## src/rtl/ir_regfile_alu_datapath.sv

```systemverilog
// ir_regfile_alu_datapath
// Multicycle-CPU datapath slice: instruction register, destination-select
// mux, 32x32 register file (r0 hardwired to zero), A/B operand latches,
// ALU source muxes, sign extender and a combinational 32-bit ALU.
// Optional build macro IRALU_FLAGS_EN adds carryout/overflow outputs.
module ir_regfile_alu_datapath (
  input  logic        clk,
  input  logic        reset,
  input  logic [31:0] instr_in,
  input  logic        ir_we,
  input  logic [31:0] Dw,
  input  logic        WrEn,
  input  logic [1:0]  control_signalDST,
  input  logic        control_signalALUa,
  input  logic [1:0]  control_signalALUb,
  input  logic [2:0]  command,
  input  logic [31:0] pc_in,
  output logic [31:0] ALU_out,
  output logic        zero
`ifdef IRALU_FLAGS_EN
  ,
  output logic        carryout,
  output logic        overflow
`endif
);

  localparam logic [2:0] OP_ADD  = 3'b000;
  localparam logic [2:0] OP_SUB  = 3'b001;
  localparam logic [2:0] OP_XOR  = 3'b010;
  localparam logic [2:0] OP_SLT  = 3'b011;
  localparam logic [2:0] OP_AND  = 3'b100;
  localparam logic [2:0] OP_NAND = 3'b101;
  localparam logic [2:0] OP_NOR  = 3'b110;
  localparam logic [2:0] OP_OR   = 3'b111;

  logic [31:0] r_ir;
  logic [31:0] r_regs [32];
  logic [31:0] r_a;
  logic [31:0] r_b;

  logic [4:0]  w_rs;
  logic [4:0]  w_rt;
  logic [4:0]  w_rd;
  logic [15:0] w_imm16;
  logic [31:0] w_imm_ext;
  logic [4:0]  w_dst;
  logic [31:0] w_da;
  logic [31:0] w_db;
  logic [31:0] w_alu_a;
  logic [31:0] w_alu_b;
  logic [31:0] w_sum;
  logic [31:0] w_diff;
  logic [31:0] w_result;

  // Instruction register: loads only when ir_we is high.
  always_ff @(posedge clk or posedge reset) begin
    if (reset) begin
      r_ir <= 32'd0;
    end else if (ir_we) begin
      r_ir <= instr_in;
    end else begin
      r_ir <= r_ir;
    end
  end

  assign w_rs      = r_ir[25:21];
  assign w_rt      = r_ir[20:16];
  assign w_rd      = r_ir[15:11];
  assign w_imm16   = r_ir[15:0];
  assign w_imm_ext = {{16{w_imm16[15]}}, w_imm16};

  // Destination select: Rd, Rt, link register 31, Rd.
  always_comb begin
    w_dst = w_rd;
    case (control_signalDST)
      2'b00:   w_dst = w_rd;
      2'b01:   w_dst = w_rt;
      2'b10:   w_dst = 5'd31;
      2'b11:   w_dst = w_rd;
      default: w_dst = w_rd;
    endcase
  end

  // Register file write port; r0 is never written so it stays zero.
  always_ff @(posedge clk or posedge reset) begin
    if (reset) begin
      for (int i = 0; i < 32; i++) begin
        r_regs[i] <= 32'd0;
      end
    end else if (WrEn && (w_dst != 5'd0)) begin
      r_regs[w_dst] <= Dw;
    end else begin
      r_regs[0] <= 32'd0;
    end
  end

  // Read ports show the pre-write contents during a write cycle (no bypass).
  assign w_da = (w_rs == 5'd0) ? 32'd0 : r_regs[w_rs];
  assign w_db = (w_rt == 5'd0) ? 32'd0 : r_regs[w_rt];

  // Operand latches capture the read ports on every edge.
  always_ff @(posedge clk or posedge reset) begin
    if (reset) begin
      r_a <= 32'd0;
      r_b <= 32'd0;
    end else begin
      r_a <= w_da;
      r_b <= w_db;
    end
  end

  assign w_alu_a = control_signalALUa ? r_a : pc_in;

  // ALU B source: immediate, latch B, PC increment, or zero.
  always_comb begin
    w_alu_b = 32'd0;
    case (control_signalALUb)
      2'b00:   w_alu_b = w_imm_ext;
      2'b01:   w_alu_b = r_b;
      2'b10:   w_alu_b = 32'd4;
      2'b11:   w_alu_b = 32'd0;
      default: w_alu_b = 32'd0;
    endcase
  end

  assign w_sum  = w_alu_a + w_alu_b;
  assign w_diff = w_alu_a - w_alu_b;

  // ALU operation select; all arithmetic wraps modulo 2^32.
  always_comb begin
    w_result = 32'd0;
    case (command)
      OP_ADD:  w_result = w_sum;
      OP_SUB:  w_result = w_diff;
      OP_XOR:  w_result = w_alu_a ^ w_alu_b;
      OP_SLT:  w_result = ($signed(w_alu_a) < $signed(w_alu_b)) ? 32'd1 : 32'd0;
      OP_AND:  w_result = w_alu_a & w_alu_b;
      OP_NAND: w_result = ~(w_alu_a & w_alu_b);
      OP_NOR:  w_result = ~(w_alu_a | w_alu_b);
      OP_OR:   w_result = w_alu_a | w_alu_b;
      default: w_result = 32'd0;
    endcase
  end

  assign ALU_out = w_result;
  assign zero    = ~|w_result;

`ifdef IRALU_FLAGS_EN
  logic w_a31;
  logic w_b31;

  assign w_a31 = w_alu_a[31];
  assign w_b31 = w_alu_b[31];

  // Flags: the carry out of bit 31 is rebuilt from the operand MSBs and the
  // result MSB; for SUB the second operand is ~B so carry means no-borrow.
  always_comb begin
    carryout = 1'b0;
    overflow = 1'b0;
    case (command)
      OP_ADD: begin
        carryout = (w_a31 & w_b31) | ((w_a31 ^ w_b31) & ~w_sum[31]);
        overflow = (w_a31 == w_b31) && (w_sum[31] != w_a31);
      end
      OP_SUB: begin
        carryout = (w_a31 & ~w_b31) | ((w_a31 ^ ~w_b31) & ~w_diff[31]);
        overflow = (w_a31 != w_b31) && (w_diff[31] != w_a31);
      end
      default: begin
        carryout = 1'b0;
        overflow = 1'b0;
      end
    endcase
  end
`endif

endmodule

```

## config.mk

```make
export PLATFORM = sky130hd
export DESIGN_NAME = ir_regfile_alu_datapath
export DESIGN_NICKNAME = d
export VERILOG_FILES = /design/src/rtl/ir_regfile_alu_datapath.sv
export SDC_FILE = /design/constraint.sdc
export NUM_CORES = 2
export LEC_CHECK = 0
export BUFFER_PORTS_ARGS = -buffer_cell sky130_fd_sc_hd__buf_2
export CAP_MARGIN = 0
export CORE_MARGIN = 10
export CORE_UTILIZATION = 50
export CTS_CLUSTER_DIAMETER = 200
export DETAILED_ROUTE_END_ITERATION = 12
export PLACE_DENSITY_LB_ADDON = 0.05
export SETUP_SLACK_MARGIN = 0.15
export SYNTH_ARGS = -nofsm -noshare
export SYNTH_HDL_FRONTEND = slang
export SYNTH_SLANG_ARGS = --single-unit
```

## constraint.sdc

```tcl
create_clock -name clk -period 37.7 [get_ports clk]
set_clock_uncertainty 0.15 [all_clocks]
set_input_delay 7.54 -clock clk [delete_from_list [all_inputs] [get_ports clk]]
set_output_delay 7.54 -clock clk [all_outputs]
set_load 0.05 [all_outputs]
```

### Word level (Yosys, flattened, before mapping)

Cells that the tools add are included.

| storage, ports and cells | value |
|---|---|
| register bits after elaboration | 1114 |
| bits of input ports | 108 |
| output and inout port bits | 33 |

| cells by class | value |
|---|---|
| $add $sub $neg | 2 |
| magnitude comparators | 5 |
| equal/unequal tests | 13 |
| multiplexer cells | 17 |
| bitwise operators | 8 |
| reductions and logical operators | 11 |

Operator list:

| kind | number |
|---|---|
| $bwmux W1024 | 1 |
| $bmux W32 S5 | 2 |
| $mux W32 | 9 |
| $pmux W32 S8 | 1 |
| $demux W32 S5 | 1 |
| $pmux W32 S4 | 1 |
| $not A32 Y32 | 2 |
| $add A32 B32 Y32 | 1 |
| $and A32 B32 Y32 | 1 |
| $lt A32 B32 Y1 | 1 |
| $or A32 B32 Y32 | 1 |
| $reduce_or A32 Y1 | 1 |
| $sub A32 B32 Y32 | 1 |
| $xor A32 B32 Y32 | 1 |
| $ge A6 B6 Y1 const B | 3 |
| $not A5 Y6 | 3 |
| $pmux W5 S3 | 1 |
| $eq A3 B3 Y1 const B | 4 |
| $logic_not A5 Y1 | 2 |
| $eq A2 B2 Y1 const B | 4 |
| $eq A3 B2 Y1 const B | 2 |
| $lt A6 B1 Y1 const B | 1 |
| $reduce_bool A5 Y1 | 1 |
| $eq A2 B1 Y1 const B | 2 |
| other kinds (7) | 9 |

### Logic depth before layout (Yosys ltp)

| depth | value |
|---|---|
| word-level depth | 10 |
| depth in mapped cells | 17 |
| depth with buffers taken out | 14 |

### Worst setup path after synthesis

Ideal clock, no wire load.

| timing path | value |
|---|---|
| kind | input to output |
| from | in control_signalALUb[0] |
| to | out zero |
| arrival | 12.646 ns |
| data required time | 30.010 ns |
| setup slack | 17.364 ns |
| cell stages on the path | 15 |
| cells stage by stage | clkbuf_1 buf_1 mux2i_1 nor2_1 ha_1 o21bai_1 and2b_2 o21ai_0 nand4_1 o311ai_0 or4_1 or4_1 or4_1 nor4_1 and4b_1 |

| on the way | value |
|---|---|
| cells in the longest elaborated chain, start to end | 7 |

Ends and longest elaborated chain:

| element | line | text |
|---|---|---|
| from (decl) | 15 | `input logic [1:0] control_signalALUb,` |
| $eq A2 B2 Y1, or another cell as far along | 117 | `case (control_signalALUb)` |
| $pmux W32 S4 (*) | 117 |  |
| parallel branches: the longest is 2 deep, another holds $sub A32 B32 Y32 | - |  |
| $pmux W32 S8 (*) | 132 | `case (command)` |
| via ALU_out[3] | 18 | `output logic [31:0] ALU_out,` |
| $reduce_or A32 Y1 (*) | 146 | `assign zero = ~\|w_result;` |
| $logic_not A1 Y1 (*) | 146 |  |
| to (decl) | 19 | `output logic zero` |

Mark *: on every way through the listed nets, which the timed path passes.

### Final worst setup path

| timing path | value |
|---|---|
| from | in control_signalALUb[0] |
| to | out zero |

| on the way | value |
|---|---|
| cells in the longest elaborated chain, start to end | 7 |

Ends and longest elaborated chain:

| element | line | text |
|---|---|---|
| $eq A2 B2 Y1, or another cell as far along | 117 |  |
| $pmux W32 S4 (*) | 117 |  |
| $lt A32 B32 Y1, or another cell as far along | 136 | `OP_SLT: w_result = ($signed(w_alu_a) < $signed(w_alu_b)) ? 32'd1 : 32'd0;` |
| $mux W1, or another cell as far along | 136 |  |
| $pmux W32 S8 (*) | 132 |  |
| $reduce_or A32 Y1 (*) | 146 |  |
| $logic_not A1 Y1 (*) | 146 |  |

Every way passes the cells marked *; elsewhere a longest branch is shown, timed or not.

==> impl_results.md <==
* Status: finished clean
* Crit end category: primary output
* Seq/Total Area, Yosys at 43.8%
* Synth Area in Adders at slightly above 2%
* CTS tree: yes
* Mux contribution to synthesized area at between 40% and 50%
* Internal at approximately 3300 µW
* Arrival time at the worst endpoint at 13.18 ns
* Post-layout min period at 20.87 ns
* Pre-CTS setup slack at approximately 17 ns
* Final Hold Viols at 0
* CTS Buf Count at 120
* #FFs+latches synth at approximately 1,100
* Worst Tran Pin Value at 1.17 ns
* Drt pass-1 iters at 6
* Layout cells sized above 1 at a little under half
* Largest family of logic cells by synthesized area: multiplexers
* Simple-gate share of the synthesized area at around 3.7%
* Xor-xnor portion of the synthesized cell area at less than 1%
* First-pass GRT wire length at 295 mm
* Post-DP HPWL at around 120 mm
* Psw at 1530 µW
* Routability cong. at 0.943
* H-Tree Depth at 3
* FFs w/ async S/R, synth at 100%
* Sum Neg Setup Slack at 0 ns
* DR WL/cell at around 32 µm
* Initial Utilization at 50.5%
* Net count after synthesis at about 4,800
* Max FO, Critical Path at 34
* # resized after CTS at 0
* Mean Syn Cell Area at between 10 and 15 µm²
* Clock Tree Root: clkbuf_16
* Flop2flop setup slack at approximately 33 ns
* DR iter-0 viols at roughly 3,800
* Area grow syn2layout at 9.99%
* PnR worst setup slack at 16.83 ns
* Final setup vio count at 0
* Leakage at 0.0306 µW
* Clock power frac at 26.7%
* DRC at 0
* Routed WL at about 200 mm
* Critical path required time at 30.01 ns
* Max Freq at approximately 48 MHz
* CTS Buffer Depth at 3
* Post-CTS setup buffers at 0
* Hold crit path type: reg -> reg
* Footprint of the multi-input gates at ~34,000 µm²
* I/O pin count at approximately 140
* Core Util, Final at a little under three fifths
* Die width at 377 µm
* Ys flop type: dfrtp_1
* Clk slew on worst S/H paths at roughly 0.06 ns
* GRT Util Overall at roughly 28%
* Hold_buf cts at 0
* Largest net degree at the start of global routing at ~180
* RSZ-0062 raised after global routing: no
* Total core area at about 130,000 µm²
* Initial antenna violation count at 12
* Fin Hold WS at around 0.35 ns
* Syn Inst Count at roughly 4,600
* Synth Area in Compound Gates at 4.88%
* Via-per-instance ratio at approximately 6.7
* Total power at around 4800 µW
* CTS Sinks at 1,114
* Std cell rows at between 100 and 150
* Number of synthesized flops with an enable pin at 0
* Synthesized cell area at between 60,000 and 70,000 µm²
* Share of total power in sequential cells at 40.3%
* Final net count at about 4,700
* Yosys warns at 0
* Fillers at ~10,000
* FF/Latch Area at about 28,000 µm²
* Die ar. at between 100,000 and 150,000 µm²
* Max Slew Vio Count at 0
* Worst VDD drop at 0.0443 mV
* # Max-Cap Violations at 0
* Unique masters post-synth at between 80 and 90
* Switching share of power at 31.8%
* WS Path Type: in -> out
* Clock insertion delay at the later pin of the skew report at slightly below 0.8 ns
* Die extent in y at roughly 380 µm
* I/O Buffers at ~130
* DRT antenna net count at 0
* Vias in the first global route at around 42,000
* Startpoint Class: input pin
* Period Utilization, post-route at 55.4%
* Relative slew slack at about a fifth
* Gr ovfl total at 0
* Cell Pwr Density at about 69 nW/µm²
* Vias post-DR at 41,400
* Comb pwr share at between 30% and 40%
## layout by cell type (no fill, tap or decap), drive strengths merged, types with 16 or more instances in the layout
cell type	n
dfrtp	1114
mux2	1062
mux4	562
buf	223
mux2i	190
clkbuf	175
nor2	165
a21oi	119
nand2	100
ha	99
inv	97
o21ai	55
xnor2	45
nor3	44
o22ai	41
nand3	34
and2	32
a221oi	29
clkinv	27
o221ai	21
o21a	18
a211oi	18
nand2b	17
o211ai	16
## path summary, 6_finish.rpt
kind	from	to	depth (start not counted)
worst max-delay path	control_signalALUb[0]	zero	16
worst min-delay path	r_regs[1003]	r_regs[1003]	1
worst max register to register	r_ir[21]	r_a[18]	7
worst min register to register	r_regs[1003]	r_regs[1003]	1
max in group asynchronous	reset	r_regs[879]	6
min in group asynchronous	reset	r_a[25]	2
## through the flow
step,instance area (µm²),std cells
4_1_cts,70100,6210
6_report,70100,6213
2_1_floorplan,63700,4559
3_5_place_dp,65700,5986
5_1_grt,70100,6210
3_3_place_gp,65700,5986
## synthesized netlist by cell type, drive strengths merged (15+ instances only)
master  instances  area share, %
a21oi         119           0.93
clkbuf        298            1.8
o21ai          55           0.43
o21a           18           0.21
mux4          562             20
nand4          15           0.15
ha             99            1.9
xnor2          45           0.62
nor2          165           0.98
mux2         1062             19
o211ai         16           0.19
o221ai         21           0.29
buf           148           0.99
nand2b         17           0.17
a221oi         29           0.43
and2           32           0.31
nand3          34           0.27
a21o           15           0.18
o22ai          41           0.40
nand2         100           0.59
inv            96           0.57
a211oi         18           0.24
dfrtp        1114             44
mux2i         190            3.0
nor3           44           0.36
## flip-flops by register name (all words and copies together) (netlist names)
name,count
r_a,32
r_regs,1024
r_b,32
r_ir,26
## layout make-up
class	instances	area share, %
timing repair buffer	223	2.02
multi-input combinational	2902	48.5
tap	1650	2.95
sequential	1114	39.8
clock inverter	49	1.07
clock buffer	175	5.13
antenna	3	0.0107
inverter	97	0.525
## power by group through the flow
stage,sequential [µW],clock [µW],combinational (µW)
after floorplan,1840,0,1260
after global placement,1920,0,1560
after detailed placement,1950,0,1580
after CTS,1930,1310,1590
after global routing,1990,1360,1700
final,1940,1280,1590
## cells by family after synthesis
group	after synthesis
multiplexers	1814
XOR/XNOR	50
buffers and inverters	543
adder cells (fa/ha/maj)	102
AND/OR/NAND/NOR	488
flip-flops	1114
AO/OA/AOI/OAI	448
## metal layers
layer	track usage [%]	wire length, µm	vias up
met1	40.3	88300	22400
met2	43.1	91300	1387
met5	0	38	-
met3	4.96	13100	389
li1	-	-	17300
met4	8.97	7180	6
## worst max-delay path, stage by stage
cell and delay, ns:
buf_2 0.08, buf_4 0.40, nand2b_1 0.59, a21oi_1 0.21, ha_1 0.55, clkinv_1 0.34, a21o_1 0.33, a21boi_0 0.38
o2111ai_1 0.47, a2111oi_0 0.79, o32a_1 0.28, o31ai_1 0.14, or2_2 0.32, nor4b_1 0.22, and4b_1 0.22, buf_2 0.26
No activity file was read; power rests on OpenSTA's default activity.
